File: src/rtl/fetch_unit.sv
// fetch_unit: RISC-V fetch stage with credit-limited imem request port, in-order instruction queue and redirect discard tracking
module fetch_unit #(
  parameter logic [31:0] RESET_PC = 32'h0000_0000,
  parameter int DEPTH = 4
) (
  input  logic        clk,
  input  logic        rst_n,
  input  logic        redirect_valid,
  input  logic [31:0] redirect_pc,
  output logic        imem_req,
  output logic [31:0] imem_addr,
  input  logic        imem_gnt,
  input  logic        imem_rvalid,
  input  logic [31:0] imem_rdata,
  input  logic        imem_err,
  output logic        if_valid,
  input  logic        if_ready,
  output logic [31:0] if_inst,
  output logic [31:0] if_pc,
  output logic        if_fault
);
  localparam int AW = $clog2(DEPTH);
  localparam int CW = AW + 1;
  logic [31:0] fetch_pc, head_pc, target;
  logic [32:0] queue [DEPTH];
  logic [AW-1:0] rd_ptr, wr_ptr;
  logic [CW-1:0] count, outstanding, discard;
  logic [CW+1:0] inflight;
  logic issue_ok, grant, push, pop;
  always_comb begin
    inflight = (CW+2)'(count) + (CW+2)'(outstanding) + (CW+2)'(discard);
    issue_ok = inflight < (CW+2)'(DEPTH);
    imem_req = rst_n && issue_ok && !redirect_valid;
    imem_addr = rst_n ? fetch_pc : RESET_PC;
    grant = imem_req && imem_gnt;
    push = imem_rvalid && discard == '0;
    if_valid = count != '0;
    pop = if_valid && if_ready;
    {if_inst, if_fault} = queue[rd_ptr];
    if_pc = head_pc;
    target = redirect_pc & 32'hFFFF_FFFC;
  end
  always_ff @(posedge clk) begin
    if (!rst_n) begin
      fetch_pc <= RESET_PC;
      head_pc <= RESET_PC;
      rd_ptr <= '0;
      wr_ptr <= '0;
      count <= '0;
      outstanding <= '0;
      discard <= '0;
      for (int i = 0; i < DEPTH; i++) queue[i] <= '0;
    end else if (redirect_valid) begin
      fetch_pc <= target;
      head_pc <= target;
      rd_ptr <= '0;
      wr_ptr <= '0;
      count <= '0;
      outstanding <= '0;
      discard <= discard + outstanding - CW'(imem_rvalid);
    end else begin
      if (grant) fetch_pc <= fetch_pc + 32'd4;
      if (push) begin
        queue[wr_ptr] <= {imem_rdata, imem_err};
        wr_ptr <= wr_ptr + AW'(1);
      end
      if (pop) begin
        rd_ptr <= rd_ptr + AW'(1);
        head_pc <= head_pc + 32'd4;
      end
      count <= count + CW'(push) - CW'(pop);
      outstanding <= outstanding + CW'(grant) - CW'(push);
      discard <= discard - CW'(imem_rvalid && !push);
    end
  end
  assert property (@(posedge clk) disable iff (!rst_n) inflight <= (CW+2)'(DEPTH));
endmodule

File: config.mk
export PLATFORM = sky130hd
export DESIGN_NAME = fetch_unit
export DESIGN_NICKNAME = d
export VERILOG_FILES = /design/src/rtl/fetch_unit.sv
export SDC_FILE = /design/constraint.sdc
export NUM_CORES = 1
export LEC_CHECK = 0
export CELL_PAD_IN_SITES_DETAIL_PLACEMENT = 1
export CELL_PAD_IN_SITES_GLOBAL_PLACEMENT = 1
export CORE_MARGIN = 10
export CORE_UTILIZATION = 46
export DETAILED_ROUTE_END_ITERATION = 8
export PLACE_DENSITY_LB_ADDON = 0.12
export SLEW_MARGIN = 20
export SYNTH_ARGS = -nofsm -noshare
export SYNTH_HDL_FRONTEND = slang
export SYNTH_SLANG_ARGS = --single-unit
File: constraint.sdc
create_clock -name clk -period 5.6 [get_ports clk]
set_input_delay 1.12 -clock clk [delete_from_list [all_inputs] [get_ports clk]]
set_output_delay 1.12 -clock clk [all_outputs]
set_load 0.05 [all_outputs]
Word level (Yosys, flattened, before mapping)
Memories as Yosys holds them, arrays and structs flattened. A register that Yosys moved wholly into a read port is not among the register bits.
Index checks and enable logic that the tools add are counted.
{ "op_classes": {"addsub": 13, "n_reduce_logical": 14, "n_bitwise": 1, "muxes": 16, "magnitude_cmp": 1} }
{ "ops": {"columns": ["cell", "n"], "rows": [
  ["$mux 32", 5],
  ["$add 32x3->32 const B", 2],
  ["$mux 33", 1],
  ["$reduce_or 33->1", 1],
  ["$sub 3x1->3", 4],
  ["$add 3x1->3", 2],
  ["$logic_and 1x1->1", 6],
  ["$mux 1", 6],
  ["$mux 2", 3],
  ["$add 4x3->5", 1],
  ["$lt 5x3->1 const B", 1],
  ["$add 2x1->2 const B", 2],
  ["$add 3x3->4", 1],
  ["$reduce_bool 2->1", 2],
  ["$add 3x3->3", 1],
  ["$logic_not 3->1", 1],
  ["$mux 3", 1],
  ["$reduce_bool 3->1", 1],
  ["$logic_not 1->1", 2],
  ["$reduce_or 2->1", 1],
  ["$not 1->1", 1]
]} }
{ "word_totals": {"n_memories": 1, "output_inout_bits": 99, "ramBits": 132, "register_bits": 77, "word_cells": 55} }
{ "mem_list": {"columns": ["memory", "words", "word_bits", "read_ports", "rd_ports_with_merged_regs", "write_ports", "line", "source"], "rows": [
  ["queue", 4, 33, 1, 1, 4, "25", "logic [32:0] queue [DEPTH];"]
]} }

Depth between registers and ports, before layout
Gate-level depths: netlist of run 1.
{ "depth": {"ltp_word": 8, "ltp_mapped": 15, "depth_no_buf": 14} }

Worst setup path before layout of run 1
OpenSTA, ideal clock, no wires.
{ "synth_path": {"kind": "flip-flop to output port", "from": "register count[1]", "to": "output imem_req", "arrival_ps": 3035, "path_slack_ps": 1445, "stages_incl_launch_ff": 8, "cell_sequence": "dfxtp_1 inv_1 fa_1 nor2_1 fa_1 and2b_1 o22a_2 nor3b_1"} }
{ "synth_via": {"elab_chain_len": 5} }
{ "synth_lines": {"columns": ["element", "line", "source"], "rows": [
  ["start: declaration", "27", "logic [CW-1:0] count, outstanding, discard;"],
  ["start signal: assignment", "71", "count <= count + CW'(push) - CW'(pop);"],
  ["$add 3x3->4", "31", "inflight = (CW+2)'(count) + (CW+2)'(outstanding) + (CW+2)'(discard);"],
  ["$add 4x3->5", "31", null],
  ["$lt 5x3->1", "32", "issue_ok = inflight < (CW+2)'(DEPTH);"],
  ["$logic_and 1x1->1 (2 in a row)", "33", "imem_req = rst_n && issue_ok && !redirect_valid;"],
  ["end: declaration", "10", "output logic imem_req,"]
]} }
No other way between the ends.

Worst setup path after layout of run 1
Ends and elaborated chain as after synthesis.

==> out/metrics.csv, run 1 <==
metric,value,unit
outcome,"complete, no violations",
arrival,3.30,ns
synth-edff-count,132,
dieHeight,168.5,um
async_flop_share,0,%
holdCritPathClass,flip-flop to flip-flop,
antenna_cells,0,
hold_buffers,0,
setup_viol,0,
clock_latency,0.50,ns
syn_area,10150,um^2
nNetsFinal,1109,
tightest_slew,1.035,ns
yosys.area.top_type,edfxtp_1,
via_count,7455,
ys.flop_type,edfxtp_1,
numCtsBuffers,23,
yosys_warnings,0,
drt-total-wl,30.28,mm
antenna_found_initial,0,
ant_nets,0,
finalHoldViolCount,0,
fin_crit_sh,78.95,%
dp_hpwl,20.43,mm
maxCapViolations,0,
synthTopCellsByArea,"edfxtp_1 39%, dfxtp_1 15%, and2_1 7.7%",
fin_skew,0.01060,ns
cts-root-buf,clkbuf_16,
ys_types,74,
power,4003,uW
fmax,0.2262,GHz
synth_top_area_share,39.06,%
cts_tree,built,
syn_inst,869,
num_rows,54,
critPathMaxFanout,5,
start_kind,flip-flop,
grt_usage,20.98,%
first_pass_iters,5,
grt_overflow,0,
synth_seq_cells,207,
pwr_density_cell,314.6,nW/um^2
grt_pass1_vias,8150,
path_class,flip-flop to output port,
cts_sinks,207,
clockBufferDepth,3,
leakagePower,0.004635,uW
cp-end-kind,output port,
grt_pass1_wl,47.76,mm
fin_crit,4.421,ns
final_cell_mix,"161 x clkdlybuf4s50_1, 132 x edfxtp_1, 125 x and2_1",
drc,0,
drt_iter0_markers,544,
setup_tns,0,ns
numPlacedInstances,1274,
core-area,21760,um^2
post-cts-setup-buffers,0,
yosysSeqAreaShare,53.86,%
cts-resized-gates,0,
syn2layout_area_growth,25.39,%
ioPinCount,170,
via_per_inst,5.665,
syn_avg_cell_area,11.68,um^2
dieWidth,168.5,um
gp_congestion,0.8415,
worstPathRequired,4.48,ns
wl_per_cell,23.01,um
dieArea,28400,um^2
clk_transition_reported_paths,0.06,ns
final_common_cell,clkdlybuf4s50_1,
rsz0062_at_grt,false,
grt_max_degree,80,
drv_slew,0,
ir_worst_vdd,0.1784,mV
start_util,46.64,%
fin_cells,1316,
io_buffers,163,
layout-drive-gt1-share,10.91,%
slew_headroom,30.99,%
cts-htree-levels,1,
n_fill_cell,2239,
==> final timing paths <==
check        cells past startpoint          from  slack, ns             end
max reg2reg                     14      count[1]       1.37  outstanding[2]
max                              8      count[1]       1.18        imem_req
min reg2reg                      2  fetch_pc[31]       0.52    fetch_pc[31]
min                              2  fetch_pc[31]       0.52    fetch_pc[31]
==> cell usage after synthesis (all sizes together), types with 6 or more instances <==
cell / instances
buf: 11
inv: 27
clkbuf: 41
edfxtp: 132
nand3: 22
xor2: 24
o211ai: 9
nand2: 48
and3: 42
a31oi: 18
mux4: 33
nor2: 40
and2: 126
o21ai: 35
ha: 13
nor3: 11
dfxtp: 75
fa: 6
xnor2: 16
or3: 9
nand4: 26
a21oi: 43
==> registers in the layout, summed over array words and instances, names as in the netlist, named ones only <==
register and flops:
count 3, discard 3, fetch_pc 30, if_pc 30, outstanding 3, queue 132, rd_ptr 2, wr_ptr 2
==> through the flow <==
step	hold slack (ns)	worst slack, ns	utilization (%)	instance area (um^2)
after floorplan	0.4694	1.445	-	10160
after global placement	0.4968	1.311	55.26	12020
after detailed placement	0.5111	1.251	55.26	12020
after CTS	0.5272	1.206	58.48	12720
after global routing	0.5627	1.014	58.48	12720
final	0.5235	1.179	58.48	12720
==> cell type report <==
type / count / area [um^2] / area share, %
Sequential cell: 207 / 5468 / 42.97
Multi-Input combinational cell: 584 / 4373 / 34.37
Timing Repair Buffer: 175 / 1727 / 13.57
Clock buffer: 28 / 604.3 / 4.750
Tap cell: 280 / 350.3 / 2.753
Inverter: 28 / 105.1 / 0.8260
Clock inverter: 14 / 96.34 / 0.7572
==> worst max-delay path, stage by stage, from the launching register on <==
cell and delay [ns]:
dfxtp_1 0.45, inv_1 0.10, fa_1 0.58, nor2_1 0.07, fa_1 0.38, and2b_1 0.23, o22a_2 0.20, nor3b_1 0.56
buf_12 0.22
==> metal layers <==
layer / track usage (%) / up-vias / share of wire (%)
met4: 3.407 / 0 / 0.94
met1: 26.68 / 3782 / 43
met2: 36.46 / 174 / 51
met5: 0 / - / 0
met3: 4.493 / 21 / 5.6
li1: - / 3478 / -
==> report_power, final <==
group / internal [uW] / total [uW] / switching, uW
Sequential: 1720 / 1800 / 75.6
Combinational: 297 / 780 / 483
Clock: 814 / 1430 / 611
Total: 2830 / 4000 / 1170
==> kinds of logic (layout without fill, tap and decap cells) <==
| kind of cell | after synthesis | after routing | synth area share [%] |
|---|---|---|---|
| fa+ha+maj | 19 | 19 | 2.787 |
| other cells | 1 | 4 | 0.03696 |
| flops | 207 | 207 | 53.86 |
| xor+xnor | 40 | 40 | 3.452 |
| mux | 35 | 35 | 7.534 |
| buf+inv | 81 | 245 | 3.440 |
| simple gates | 358 | 358 | 21.12 |
| compound gates | 128 | 128 | 7.768 |
No activity file was read; power rests on OpenSTA's default activity.
==> run 2: changes to the inputs <==
Settings changed: CORE_UTILIZATION 46 to 43.
Clock period 5.6 ns to 4.3 ns, I/O delays scaled along.
==> run 2 against run 1 <==
  * Global-route usage decreased by 1.9 points
  * Clock skew fell by 0.0036 ns
  * Count of clock-buffer cells in the layout increased by 4
  * Sequential cell count is the same
  * Critical path type unchanged
  * Largest cell class unchanged
==> out/metrics.csv, run 2 (synthesized netlist as in run 1, its figures left out) <==
metric,value,unit
internal_power,3791,uW
via_per_inst,5.465,
worstReg2RegEnd,outstanding[2],
drc,0,
n_fill_cell,2411,
finalHoldViolCount,0,
clock_latency,0.50,ns
holdPathStages,2,
setup_slack,0.3984,ns
setup_tns,0,ns
cts-htree-levels,1,
dieHeight,173.6,um
switchingPower,1511,uW
critPathMaxFanout,5,
cts_sinks,207,
fmax,0.2563,GHz
ioPinCount,170,
worstPathRequired,3.44,ns
drt-total-wl,29.28,mm
pwr-share-comb,19.4,%
clockBufferDepth,3,
start_kind,flip-flop,
holdCritPathClass,flip-flop to flip-flop,
numCtsBuffers,23,
regMostFlops,queue,
num_rows,56,
ff2ff_setup_slack,0.43,ns
fin_cells,1362,
fin_crit,3.902,ns
setup_viol,0,
multiInputGateArea,4379,um^2
final_cell_mix,"155 x clkdlybuf4s50_1, 132 x edfxtp_1, 125 x and2_1",
switching_share,28.50,%
pwr-share-clk,36.6,%
path_class,flip-flop to output port,
grt_pass1_wl,46.67,mm
ant_nets,0,
syn2layout_area_growth,27.51,%
dieArea,30140,um^2
grt_usage,19.06,%
maxCapViolations,0,
pre_cts_slack,0.4687,ns
fin_skew,0.007001,ns
fin_crit_sh,90.74,%
outcome,"complete, no violations",
reg2reg_depth,14,
largest_reg_flops,132,
grt_pass1_vias,8121,
slew_headroom,28.90,%
worstReg2RegStart,count[1],
cts_tree,built,
clk_transition_reported_paths,0.06,ns
sequentialPowerShare,44.0,%
drv_slew,0,
rsz0062_at_grt,false,
post-cts-setup-buffers,0,
nNetsFinal,1117,
antenna_found_initial,0,
core-area,23330,um^2
cp-end-kind,output port,
gp_congestion,0.7711,
place_area,12210,um^2
leakagePower,0.004718,uW
cts-root-buf,clkbuf_16,
ir_worst_vdd,0.2218,mV
numPlacedInstances,1321,
start_util,43.49,%
pwr_density_cell,409.8,nW/um^2
dieWidth,173.6,um
whs_endpoint,fetch_pc[25],
layout-drive-gt1-share,11.98,%
wl_per_cell,21.49,um
drt_iter0_markers,353,
first_pass_iters,4,
grt_overflow,0,
arrival,3.04,ns
io_buffers,163,
antenna_cells,0,
tightest_slew,1.067,ns
final_common_cell,clkdlybuf4s50_1,
seqCellArea,5468,um^2
final_cell_area,12940,um^2
power,5303,uW
dp_hpwl,19.70,mm
hold_buffers,0,
grt_max_degree,79,
worstHoldStart,fetch_pc[25],
via_count,7444,
[run 2: per-layer routing]
layer | vias up | GRT usage (%) | wire, um
li1 | 3494 | - | -
met1 | 3770 | 22.83 | 12460
met2 | 155 | 34.30 | 14840
met3 | 25 | 4.661 | 1588
met4 | 0 | 3.278 | 382
met5 | - | 0 | 0
[run 2: worst max-delay path, cell delays in order (launching register included)]
cell	delay [ns]
dfxtp_1	0.45
inv_1	0.11
fa_1	0.59
nor2_1	0.08
fa_1	0.38
and2b_1	0.23
o22a_2	0.20
nor3b_2	0.33
buf_12	0.18
[run 2: layout make-up]
| class | instances | area share, % |
|---|---|---|
| Clock buffer | 32 | 4.941 |
| Clock inverter | 9 | 0.6866 |
| Inverter | 28 | 0.8123 |
| Multi-Input combinational cell | 584 | 33.85 |
| Sequential cell | 207 | 42.26 |
| Tap cell | 319 | 3.085 |
| Timing Repair Buffer | 183 | 14.37 |
[run 2: worst max path at each step]
stage | to | slack [ns] | from | cells after the start
6_report | imem_req | 0.40 | count[1] | 8
5_1_grt | outstanding[2] | 0.19 | count[1] | 14
4_1_cts | imem_req | 0.11 | count[1] | 8
3_5_place_dp | outstanding[2] | 0.47 | count[1] | 14
3_3_place_gp | outstanding[2] | 0.55 | count[1] | 14
2_1_floorplan | imem_req | 0.41 | count[1] | 7
[run 2: what timing repair did]
action,4_1_cts,5_1_grt
resized for setup,0,1
hold endpoints to repair,0,0
endpoints found under the setup margin,0,1
[run 2: through the flow]
| step | hold WS (ns) | utilization [%] |
|---|---|---|
| floorplan | 0.4694 | - |
| global placement | 0.5080 | 52.31 |
| detailed placement | 0.5161 | 52.31 |
| CTS | 0.5287 | 55.43 |
| global route | 0.5551 | 55.45 |
| finish | 0.5248 | 55.45 |
[run 2: power groups by stage]
stage / sequential [uW] / clock (uW) / combinational (uW)
6_report: 2330 / 1940 / 1030
5_1_grt: 2350 / 2060 / 1110
4_1_cts: 2330 / 1980 / 1040
3_5_place_dp: 2380 / 0 / 1030
3_3_place_gp: 2370 / 0 / 1010
2_1_floorplan: 2410 / 0 / 603
==> run 3: changes to the inputs <==
Settings changed: CORE_UTILIZATION 43 to 46.
Clock period 4.3 ns to 5.05 ns, I/O delays scaled along.
==> run 3 against run 2 <==
  * Critical path depth increased by 6
  * Clock skew increased by 0.014 ns
  * First-iteration DRC count increased by 31%
  * Sequential share of layout area increased by 0.37 points
  * Register-to-register slack improved by 0.33 ns
  * Non-clock buffer count decreased by 4
  * Worst hold slack got worse by 0.0048 ns
==> out/metrics.csv, run 3 (synthesized netlist as in run 1, its figures left out) <==
metric,value,unit
wl_per_cell,23.45,um
setup_viol,0,
final_cell_area,12830,um^2
crit_path_start,count[1],
numCtsBuffers,23,
cts-root-buf,clkbuf_16,
hold_ws,0.5200,ns
start_kind,flip-flop,
ir_worst_vdd,0.1927,mV
leakagePower,0.004688,uW
first_pass_iters,5,
final_cell_mix,"161 x clkdlybuf4s50_1, 132 x edfxtp_1, 125 x and2_1",
drt-total-wl,30.96,mm
cts-resized-gates,0,
gp_congestion,0.8132,
grt_max_degree,80,
reg2reg_depth,14,
drv_slew,0,
dieWidth,168.5,um
dieHeight,168.5,um
multiInputGateArea,4373,um^2
io_buffers,163,
finalHoldViolCount,0,
holdCritPathClass,flip-flop to flip-flop,
cp-end-kind,flip-flop,
clk_transition_reported_paths,0.06,ns
clockBufferDepth,3,
grt_usage,21.27,%
seqCellArea,5468,um^2
clock_latency,0.53,ns
outcome,"complete, no violations",
critPathMaxFanout,16,
slew_headroom,30.20,%
cts-htree-levels,1,
num_rows,54,
setup_tns,0,ns
final_common_cell,clkdlybuf4s50_1,
antenna_cells,0,
post-cts-setup-buffers,0,
fin_skew,0.02063,ns
hold_buffers,0,
worstReg2RegEnd,outstanding[2],
drt_iter0_markers,464,
start_util,46.64,%
largest_reg_flops,132,
via_count,7549,
rsz0062_at_grt,false,
tightest_slew,1.047,ns
antenna_found_initial,0,
via_per_inst,5.719,
ff2ff_setup_slack,0.76,ns
place_area,12050,um^2
ioPinCount,170,
fmax,0.2330,GHz
worstHoldStart,fetch_pc[31],
grt_pass1_wl,48.15,mm
arrival,4.68,ns
nNetsFinal,1113,
dp_hpwl,20.87,mm
drc,0,
grt_overflow,0,
syn2layout_area_growth,26.41,%
whs_endpoint,fetch_pc[31],
pwr_density_cell,358.0,nW/um^2
worstReg2RegStart,count[1],
holdPathStages,2,
cts_sinks,207,
ant_nets,0,
fin_crit,4.291,ns
regMostFlops,queue,
core-area,21760,um^2
fin_crit_sh,84.98,%
path_class,flip-flop to flip-flop,
n_fill_cell,2233,
dieArea,28400,um^2
maxCapViolations,0,
cts_tree,built,
worstPathRequired,5.44,ns
layout-drive-gt1-share,11.44,%
grt_pass1_vias,8299,
[run 3: area by class of cell]
cell class	count	area share (%)
inverter	28	0.8194
sequential	207	42.63
multi-input combinational	584	34.09
clock inverter	12	0.9559
clock buffer	30	5.082
timing repair buffer	179	13.69
tap	280	2.731
[run 3: per-layer routing]
layer  share of wire, %  global-route usage, %
met4                1.6                  4.277
met3                5.5                  4.308
met1                 42                  26.33
met5                  0                      0
met2                 51                  37.65
[run 3: where the power goes]
group / switching [uW] / internal (uW) / leakage [uW]
clock: 705 / 1020 / 0.000382
sequential: 80.1 / 1910 / 0.00198
combinational: 550 / 332 / 0.00232
total: 1340 / 3260 / 0.00469
[run 3: critical path: stages (launching register included)]
cell and delay, ns:
dfxtp_1 0.45, inv_1 0.11, fa_1 0.51, nor2_1 0.16, fa_1 0.47, and4bb_4 0.40, o221a_2 0.47, inv_2 0.23
ha_1 0.34, inv_1 0.05, ha_1 0.18, fa_1 0.39, xnor2_1 0.18, xnor2_1 0.15, nor2_1 0.06
[run 3: how the worst max path moves through the flow]
stage                           endpoint  slack, ns
after global placement    outstanding[2]       0.85
after floorplan                 imem_req       1.01
after global routing      outstanding[2]       0.53
after detailed placement  outstanding[2]       0.84
after CTS                 outstanding[2]       0.76
final                     outstanding[2]       0.76
[run 3: stage by stage]
stage / util, % / total power (uW) / setup WS, ns / instances
after floorplan: - / 2566 / 1.005 / 872
after detailed placement: 55.40 / 2905 / 0.8382 / 1278
final: 58.96 / 4592 / 0.7587 / 1320
after global placement: 55.40 / 2873 / 0.8549 / 1278
after global routing: 58.96 / 4763 / 0.5320 / 1320
after CTS: 58.96 / 4624 / 0.7556 / 1320
